## config.mk

```make
export PLATFORM = sky130hd
export DESIGN_NAME = ram_scan_ctrl_flat
export DESIGN_NICKNAME = d
export VERILOG_FILES = /design/src/rtl/ram_scan_ctrl_pkg.sv /design/src/rtl/ram_scan_ctrl_if.sv /design/src/rtl/ram_scan_ctrl_tick_gen.sv /design/src/rtl/ram_scan_ctrl.sv /design/src/flat_wrapper.sv
export SDC_FILE = /design/constraint.sdc
export NUM_CORES = 1
export LEC_CHECK = 0
export CORE_UTILIZATION = 40
export DETAILED_ROUTE_END_ITERATION = 16
export PLACE_DENSITY = 0.68
export SLEW_MARGIN = 0
export SYNTH_ARGS = -nofsm -noshare
export SYNTH_HDL_FRONTEND = slang
export SYNTH_SLANG_ARGS = --single-unit
```

## constraint.sdc

```tcl
create_clock -name clk -period 2.7 [get_ports clk]
set_input_delay 0.405 -clock clk [delete_from_list [all_inputs] [get_ports clk]]
set_output_delay 0.405 -clock clk [all_outputs]
set_load 0.02 [all_outputs]
```

## src/rtl/ram_scan_ctrl_pkg.sv

```systemverilog
// Shared sizes and state encoding for the display RAM sequencer.
package ram_ctrl_pkg;

  localparam int ADDR_W    = 5;
  localparam int DATA_W    = 4;
  localparam int RAM_DEPTH = 2 ** ADDR_W;

  typedef enum logic {
    CLEAR = 1'b0,
    SCAN  = 1'b1
  } state_t;

endpackage

```

## src/rtl/ram_scan_ctrl_if.sv

```systemverilog
// User write handshake, RAM port and scan display signals of the RAM sequencer.
interface ram_scan_ctrl_if;
  import ram_ctrl_pkg::*;

  logic              wr_req;
  logic [ADDR_W-1:0] wr_addr;
  logic [DATA_W-1:0] wr_data;
  logic              clear_req;
  logic              wr_ack;
  logic              busy;

  logic [ADDR_W-1:0] ram_addr;
  logic              ram_wr_en;
  logic [DATA_W-1:0] ram_wr_data;
  logic [DATA_W-1:0] ram_rd_data;

  logic [ADDR_W-1:0] scan_addr;
  logic [DATA_W-1:0] scan_data;

  modport master (
    input  wr_req, wr_addr, wr_data, clear_req, ram_rd_data,
    output wr_ack, busy, ram_addr, ram_wr_en, ram_wr_data, scan_addr, scan_data
  );

  modport slave (
    output wr_req, wr_addr, wr_data, clear_req, ram_rd_data,
    input  wr_ack, busy, ram_addr, ram_wr_en, ram_wr_data, scan_addr, scan_data
  );

endinterface

```

## src/rtl/ram_scan_ctrl_tick_gen.sv

```systemverilog
// Scan-rate divider: one-cycle tick every TICK_DIV enabled cycles, restarts when disabled.
module tick_gen #(
  parameter int TICK_DIV = 50_000_000
) (
  input  logic clk,
  input  logic reset,
  input  logic en,
  output logic tick
);

  localparam int CNT_W = (TICK_DIV > 2) ? $clog2(TICK_DIV) : 1;
  localparam logic [CNT_W-1:0] RELOAD = CNT_W'(TICK_DIV - 1);

  logic [CNT_W-1:0] cnt;

  always_ff @(posedge clk or posedge reset) begin
    if (reset) begin
      cnt <= RELOAD;
    end else if (!en || cnt == '0) begin
      cnt <= RELOAD;
    end else begin
      cnt <= cnt - CNT_W'(1);
    end
  end

  assign tick = en && (cnt == '0);

endmodule

```

## src/rtl/ram_scan_ctrl.sv

```systemverilog
// Sole owner of the display RAM port: zero-fill after reset or clear, then a timed
// read scan with user writes slotted in, never two grants in a row.
//
// state | meaning
// CLEAR | zero-fill, one write per cycle, address = fill counter
// SCAN  | read scan_addr each cycle unless a user write is granted
module ram_scan_ctrl
  import ram_ctrl_pkg::*;
#(
  parameter int TICK_DIV = 50_000_000
) (
  input logic             clk,
  input logic             reset,
  ram_scan_ctrl_if.master bus
);

  state_t            state, state_nxt;
  logic [ADDR_W-1:0] fill_cnt, fill_cnt_nxt;

  logic [ADDR_W-1:0] ram_addr, ram_addr_nxt;
  logic              ram_wr_en, ram_wr_en_nxt;
  logic [DATA_W-1:0] ram_wr_data, ram_wr_data_nxt;
  logic              wr_ack, wr_ack_nxt;
  logic              busy, busy_nxt;
  logic              rd_issue, rd_issue_nxt;
  logic              rd_pend;

  logic [ADDR_W-1:0] scan_addr;
  logic [DATA_W-1:0] scan_data;

  logic scan_en, tick, clear_go, grant;

  assign scan_en  = (state == SCAN);
  assign clear_go = scan_en && bus.clear_req;
  // wr_ack high means last cycle was a grant, so this cycle must be a read
  assign grant    = scan_en && !bus.clear_req && bus.wr_req && !wr_ack;

  tick_gen #(.TICK_DIV(TICK_DIV)) u_tick (
    .clk  (clk),
    .reset(reset),
    .en   (scan_en),
    .tick (tick)
  );

  always_ff @(posedge clk or posedge reset) begin
    if (reset) begin
      state    <= CLEAR;
      fill_cnt <= '0;
    end else begin
      state    <= state_nxt;
      fill_cnt <= fill_cnt_nxt;
    end
  end

  always_comb begin
    state_nxt    = state;
    fill_cnt_nxt = fill_cnt;
    case (state)
      CLEAR: begin
        fill_cnt_nxt = fill_cnt + ADDR_W'(1);
        if (fill_cnt == ADDR_W'(RAM_DEPTH - 1)) state_nxt = SCAN;
      end
      SCAN: begin
        if (bus.clear_req) begin
          state_nxt    = CLEAR;
          fill_cnt_nxt = '0;
        end
      end
      default: begin
        state_nxt    = CLEAR;
        fill_cnt_nxt = '0;
      end
    endcase
  end

  always_comb begin
    ram_addr_nxt    = '0;
    ram_wr_en_nxt   = 1'b0;
    ram_wr_data_nxt = '0;
    wr_ack_nxt      = 1'b0;
    busy_nxt        = 1'b0;
    rd_issue_nxt    = 1'b0;
    case (state)
      CLEAR: begin
        ram_addr_nxt  = fill_cnt;
        ram_wr_en_nxt = 1'b1;
        busy_nxt      = 1'b1;
      end
      SCAN: begin
        if (bus.clear_req) begin
          busy_nxt = 1'b1;
        end else if (grant) begin
          ram_addr_nxt    = bus.wr_addr;
          ram_wr_en_nxt   = 1'b1;
          ram_wr_data_nxt = bus.wr_data;
          wr_ack_nxt      = 1'b1;
        end else begin
          ram_addr_nxt = scan_addr;
          rd_issue_nxt = 1'b1;
        end
      end
      default: busy_nxt = 1'b1;
    endcase
  end

  always_ff @(posedge clk or posedge reset) begin
    if (reset) begin
      ram_addr    <= '0;
      ram_wr_en   <= 1'b0;
      ram_wr_data <= '0;
      wr_ack      <= 1'b0;
      busy        <= 1'b1;
      rd_issue    <= 1'b0;
    end else begin
      ram_addr    <= ram_addr_nxt;
      ram_wr_en   <= ram_wr_en_nxt;
      ram_wr_data <= ram_wr_data_nxt;
      wr_ack      <= wr_ack_nxt;
      busy        <= busy_nxt;
      rd_issue    <= rd_issue_nxt;
    end
  end

  // A clear drops any read in flight and shows zero, matching the array being refilled.
  always_ff @(posedge clk or posedge reset) begin
    if (reset) begin
      scan_addr <= '0;
      rd_pend   <= 1'b0;
      scan_data <= '0;
    end else if (clear_go) begin
      scan_addr <= '0;
      rd_pend   <= 1'b0;
      scan_data <= '0;
    end else begin
      if (tick) scan_addr <= scan_addr + ADDR_W'(1);
      rd_pend <= rd_issue;
      if (rd_pend) scan_data <= bus.ram_rd_data;
    end
  end

  assign bus.ram_addr    = ram_addr;
  assign bus.ram_wr_en   = ram_wr_en;
  assign bus.ram_wr_data = ram_wr_data;
  assign bus.wr_ack      = wr_ack;
  assign bus.busy        = busy;
  assign bus.scan_addr   = scan_addr;
  assign bus.scan_data   = scan_data;

endmodule

```

## src/flat_wrapper.sv

```systemverilog
// flat-port wrapper written by rule: the top's interface ports become plain ports
module ram_scan_ctrl_flat import ram_ctrl_pkg::*;
#(
  parameter int TICK_DIV = 50_000_000
)
  (clk, reset, bus_wr_req, bus_wr_addr, bus_wr_data, bus_clear_req, bus_ram_rd_data, bus_wr_ack, bus_busy, bus_ram_addr, bus_ram_wr_en, bus_ram_wr_data, bus_scan_addr, bus_scan_data);
  ram_scan_ctrl_if bus_i ();
  input logic clk;
  input logic reset;
  input wire logic [$bits(bus_i.wr_req)-1:0] bus_wr_req;
  input wire logic [$bits(bus_i.wr_addr)-1:0] bus_wr_addr;
  input wire logic [$bits(bus_i.wr_data)-1:0] bus_wr_data;
  input wire logic [$bits(bus_i.clear_req)-1:0] bus_clear_req;
  input wire logic [$bits(bus_i.ram_rd_data)-1:0] bus_ram_rd_data;
  output wire logic [$bits(bus_i.wr_ack)-1:0] bus_wr_ack;
  output wire logic [$bits(bus_i.busy)-1:0] bus_busy;
  output wire logic [$bits(bus_i.ram_addr)-1:0] bus_ram_addr;
  output wire logic [$bits(bus_i.ram_wr_en)-1:0] bus_ram_wr_en;
  output wire logic [$bits(bus_i.ram_wr_data)-1:0] bus_ram_wr_data;
  output wire logic [$bits(bus_i.scan_addr)-1:0] bus_scan_addr;
  output wire logic [$bits(bus_i.scan_data)-1:0] bus_scan_data;
  assign bus_i.wr_req = bus_wr_req;
  assign bus_i.wr_addr = bus_wr_addr;
  assign bus_i.wr_data = bus_wr_data;
  assign bus_i.clear_req = bus_clear_req;
  assign bus_i.ram_rd_data = bus_ram_rd_data;
  assign bus_wr_ack = bus_i.wr_ack;
  assign bus_busy = bus_i.busy;
  assign bus_ram_addr = bus_i.ram_addr;
  assign bus_ram_wr_en = bus_i.ram_wr_en;
  assign bus_ram_wr_data = bus_i.ram_wr_data;
  assign bus_scan_addr = bus_i.scan_addr;
  assign bus_scan_data = bus_i.scan_data;
  ram_scan_ctrl #(.TICK_DIV(TICK_DIV)) u_core (.clk(clk), .reset(reset), .bus(bus_i));
endmodule
```

==> After elaboration in Yosys (flattened, before gate mapping) <==
Index checks and enable logic that the tools add are counted.
{ "totals": {"reg_bits": 55, "input_bits": 17, "out_inout_bits": 21, "wordCells": 56} }
{ "op_classes": {"n_reduce_logical": 12, "n_addsub": 3, "n_eq_ne": 2, "muxes": 26, "n_bitwise": 1} }
{ "op_table": {"columns": ["operator", "count"], "rows": [
  ["$logic_not A26 Y1", 1],
  ["$mux W26", 1],
  ["$sub A26 B1 Y26 const B", 1],
  ["$mux W5", 5],
  ["$mux W4", 5],
  ["$pmux W5 S2", 2],
  ["$add A5 B1 Y5 const B", 2],
  ["$mux W1", 10],
  ["$pmux W1 S2", 3],
  ["$eq A5 B5 Y1 const B", 1],
  ["$logic_and A1 B1 Y1", 5],
  ["$reduce_bool A2 Y1", 2],
  ["$logic_not A1 Y1", 3],
  ["$ne A2 B2 Y1 const B", 1],
  ["$logic_or A1 B1 Y1", 1],
  ["$not A1 Y1", 1]
]} }

==> Longest topological paths before layout <==
{ "logic_depth": {"depth_word": 7, "ltp_mapped": 9, "ltp_nobuf": 7} }

==> Hierarchy <==
From an unflattened synthesis, not the netlist that was laid out.
{ "hier_totals": {"cells_unflattened": 245, "hier_area_um2": 2595.0} }
{ "modules_own_cells": {"columns": ["mod", "seq_area_each_um2", "cells_per_inst", "n_inst", "area_each_um2"], "rows": [
  ["tick_gen", 673.1, 141, 1, 1376.3],
  ["ram_scan_ctrl", 726.9, 104, 1, 1218.7]
]} }

==> Worst setup path before layout <==
No wires, ideal clock.
{ "synth_path": {"kind": "reg-to-reg", "start": "register u_core.u_tick.cnt[0]", "end": "register u_core.u_tick.cnt[14]", "path_slack_ns": 0.571, "required_ns": 2.639, "arrival_time_ns": 2.068, "n_path_buf": 2, "period_less_slack_ns": 2.129, "setup_ns": 0.061, "path_stages_with_launch": 10, "cell_sequence": "dfstp_2 > inv_1 > ha_1 > nor3b_2 > nand3_4 > or4_4 > and2_4 > buf_6 > buf_8 > nand2_1"} }
{ "synth_between": {"elab_chain_len": 3, "elab_cells_between_ends": 4, "classes_between": "add/sub (1); mux (1); reduce/logical (2)"} }
{ "synth_lines": {"columns": ["item", "line", "rtl"], "rows": [
  ["start: declaration", "ram_scan_ctrl_tick_gen.sv:14", "logic [CNT_W-1:0] cnt;"],
  ["start signal: assignment", "ram_scan_ctrl_tick_gen.sv:22", "cnt <= cnt - CNT_W'(1);"],
  ["branches (longest 2 deep; another with $sub A26 B1 Y26)", null, null],
  ["$mux W26 (*)", "ram_scan_ctrl_tick_gen.sv:19", "end else if (!en || cnt == '0) begin"]
]} }
Mark *: on every way between the ends.
A chain may end at the register's enable or synchronous reset.

==> Worst setup path after layout <==
{ "layout_path": {"start": "register u_core.u_tick.cnt[0]", "end": "register u_core.u_tick.cnt[18]"} }
Same word-level chain as after synthesis.

==> impl_metrics.env <==
export IMPL_ant_nets=0
export IMPL_placed_cell_area_um2=3010
export IMPL_place_inst=346
export IMPL_leakagePower_nw=1.23
export IMPL_setup_violations=0
export IMPL_diodes=0
export IMPL_hold_class="primary input to asynchronous set/reset pin"
export IMPL_clockPowerShare=0.260
export IMPL_rsz0062_at_grt="false"
export IMPL_peakVddDrop_mv=0.437
export IMPL_firstDrtPassIters=4
export IMPL_dr_first_iter_drc_count=111
export IMPL_syn_area_um2=2560
export IMPL_crit_start="u_core.u_tick.cnt[0]"
export IMPL_fin_skew_ps=10.5
export IMPL_criticalPathCategory="flip-flop to flip-flop"
export IMPL_rows=28
export IMPL_layout_drive_gt1_share=0.154
export IMPL_crit_path_end_kind="flip-flop"
export IMPL_swShare=0.300
export IMPL_die_area_um2=6720
export IMPL_power_total_mw=2.21
export IMPL_postCtsSetupRepairBufs=0
export IMPL_worst_path_max_fanout=9
export IMPL_vias=1835
export IMPL_synth_flop_cell="dfrtp_1"
export IMPL_slew_headroom=0.601
export IMPL_synth_seq_cells=55
export IMPL_numCtsBuffers=5
export IMPL_clock_sinks=55
export IMPL_timing_rr_start="u_core.u_tick.cnt[0]"
export IMPL_cp_start_kind="flip-flop"
export IMPL_synth_cell_types=46
export IMPL_internal_power_mw=1.54
export IMPL_cts_root_buffer="clkbuf_8"
export IMPL_async_flop_share=1.00
export IMPL_layout_nets=299
export IMPL_pre_cts_ws_ps=433
export IMPL_dp_hpwl_um=3370
export IMPL_syn_avg_cell_area_um2=10.7
export IMPL_cts_resized=0
export IMPL_finalNonFillerCells=354
export IMPL_required_ps=2890
export IMPL_status="finished, final reports clean"
export IMPL_overflow=0
export IMPL_synthesis_nets=260
export IMPL_grt_pass1_vias=1797
export IMPL_antenna_found_initial=0
export IMPL_io_pins=38
export IMPL_track_usage=0.167
export IMPL_clock_path_buffers=2
export IMPL_maxCapViolCount=0
export IMPL_synthToLayoutAreaGrowth_pct=22.4
export IMPL_cts_hold_buffers_added=0
export IMPL_drc=0
export IMPL_p_per_area_nw_per_um2=704
export IMPL_tns_ps=0
export IMPL_stdcell_area_um2=3130
export IMPL_net_switching_power_mw=0.662
export IMPL_port_buffers=37
export IMPL_min_period_ps=2280
export IMPL_period_share=0.843
export IMPL_wl_per_cell_um=13.6
export IMPL_die_w_um=82
export IMPL_timing_final_max_slew_violations=0
export IMPL_coreArea_um2=6060
export IMPL_clock_latency_ps=310
export IMPL_viasPerCell=5.18
export IMPL_clk_pin_slew_ps=100
export IMPL_gp_congestion=0.751
export IMPL_synth_seq_area_share=0.547
export IMPL_yosys_warnings=0
export IMPL_tightest_slew_ps=593
export IMPL_seq_power_share=0.470
export IMPL_routed_wl_um=4820
export IMPL_cts_tree="built"
export IMPL_grt_pass1_wl_um=8560
export IMPL_synth_edf_count=0
export IMPL_setup_slack_ps=425
export IMPL_fmax_mhz=440
export IMPL_grt_max_degree=34
export IMPL_cts_max_level=2
export IMPL_die_y_um=82
export IMPL_start_util=0.422
export IMPL_hold_viol_final=0
export IMPL_fillers=544
export IMPL_combPwrFrac=0.270
export IMPL_cp_arrival_ps=2460
export IMPL_synth_cells=239
## critical path, stage by stage (launching register included)
cell and delay, ps:
dfstp_2 400, inv_1 60, ha_1 160, nor3b_2 520
nand3_4 190, or4_4 500, nand2_1 250, nor2_1 80
## per-stage QoR
| step | utilization | hold WS, ps |
|---|---|---|
| floorplan | - | 440 |
| global placement | 0.497 | 451 |
| detailed placement | 0.497 | 457 |
| CTS | 0.517 | 453 |
| global route | 0.517 | 490 |
| finish | 0.517 | 439 |
## metal layers
layer | vias to the layer above | wire, µm | part of all wire | GRT usage
met5 | - | 0 | 0 | 0
met4 | 0 | 29 | 0.0060 | 0.0456
met3 | 4 | 150 | 0.031 | 0.0322
met2 | 29 | 2320 | 0.48 | 0.267
met1 | 906 | 2320 | 0.48 | 0.229
li1 | 896 | - | - | -
## power groups by stage
| stage | registers (mW) | clock network, mW | logic [mW] |
|---|---|---|---|
| floorplan | 1.14 | 0 | 0.268 |
| global placement | 1.05 | 0 | 0.592 |
| detailed placement | 1.05 | 0 | 0.602 |
| CTS | 1.04 | 0.595 | 0.607 |
| global route | 1.06 | 0.620 | 0.656 |
| finish | 1.04 | 0.574 | 0.597 |
## placed cells by master (no fill, tap or decap), types with 5 or more instances in the layout
master | Yosys | routed
clkdlybuf4s50_1 | 0 | 37
dfrtp_1 | 36 | 36
nand2_1 | 25 | 25
nor2_1 | 19 | 19
dfstp_2 | 19 | 19
xnor2_1 | 17 | 17
inv_1 | 13 | 12
a21oi_1 | 11 | 11
nor3_1 | 8 | 8
o21ai_0 | 8 | 8
nand3_1 | 7 | 7
nor4_1 | 6 | 6
clkbuf_8 | 0 | 6
xor2_1 | 5 | 5
mux2i_1 | 5 | 5
## synthesized netlist by cell type (2+ instances only)
library cell / instances / share of area
nand2b_1: 2 / 0.0049
dfrtp_1: 36 / 0.35
xnor2_1: 17 / 0.058
a21oi_1: 11 / 0.022
ha_1: 4 / 0.020
clkbuf_1: 5 / 0.0073
a21o_1: 3 / 0.0088
nand3_1: 7 / 0.014
nor4_1: 6 / 0.015
or3_1: 3 / 0.0073
o21ai_0: 8 / 0.016
nor3b_1: 2 / 0.0059
inv_1: 13 / 0.019
xor2_1: 5 / 0.017
mux2i_1: 5 / 0.020
nor4_4: 2 / 0.017
and3_1: 2 / 0.0049
and2_1: 4 / 0.0098
dfstp_2: 19 / 0.20
nand2_1: 25 / 0.037
nor3_1: 8 / 0.016
o22ai_1: 4 / 0.0098
nor2b_1: 4 / 0.0098
a22oi_1: 4 / 0.012
nor2_1: 19 / 0.028
## path summary, 6_finish.rpt
path | depth (start not counted) | endpoint | slack, ps
worst max-delay path | 7 | u_core.u_tick.cnt[18] | 420
worst min-delay path | 2 | u_core.bus.ram_wr_data[3] | 440
worst max register to register | 7 | u_core.u_tick.cnt[18] | 420
worst min register to register | 1 | u_core.u_tick.cnt[0] | 480
max in group asynchronous | 3 | u_core.u_tick.cnt[13] | 1650
min in group clk | 1 | u_core.u_tick.cnt[0] | 480
## state kept, by name, indices dropped and copies added, names as in the netlist
name and flops:
u_core.fill_cnt 5, u_core.bus.ram_wr_en 1, u_core.rd_pend 1, u_core.scan_en 1, u_core.bus.scan_data 4, u_core.u_tick.cnt 26
u_core.bus.scan_addr 5, u_core.rd_issue 1, u_core.bus.busy 1, u_core.bus.ram_addr 5, u_core.bus.wr_ack 1, u_core.bus.ram_wr_data 4
## cells by family (layout without fill, tap and decap cells)
kind of cell,count (synthesis),in the layout,share of synthesized area
mux,5,5,0.0196
xor+xnor,22,22,0.0753
fa+ha+maj,4,4,0.0196
flops,55,55,0.547
buf+inv,22,62,0.0401
simple gates,94,94,0.208
compound gates,37,37,0.0904
## final cells by class
| type | count | area, µm² | area share |
|---|---|---|---|
| Multi-Input combinational cell | 162 | 1060 | 0.337 |
| Inverter | 13 | 48.8 | 0.0156 |
| Clock buffer | 6 | 82.6 | 0.0263 |
| Sequential cell | 55 | 1400 | 0.447 |
| Tap cell | 75 | 93.8 | 0.0299 |
| Clock inverter | 2 | 38.8 | 0.0124 |
| Timing Repair Buffer | 41 | 413 | 0.132 |
Note: power is estimated with default switching activity, not from simulation.
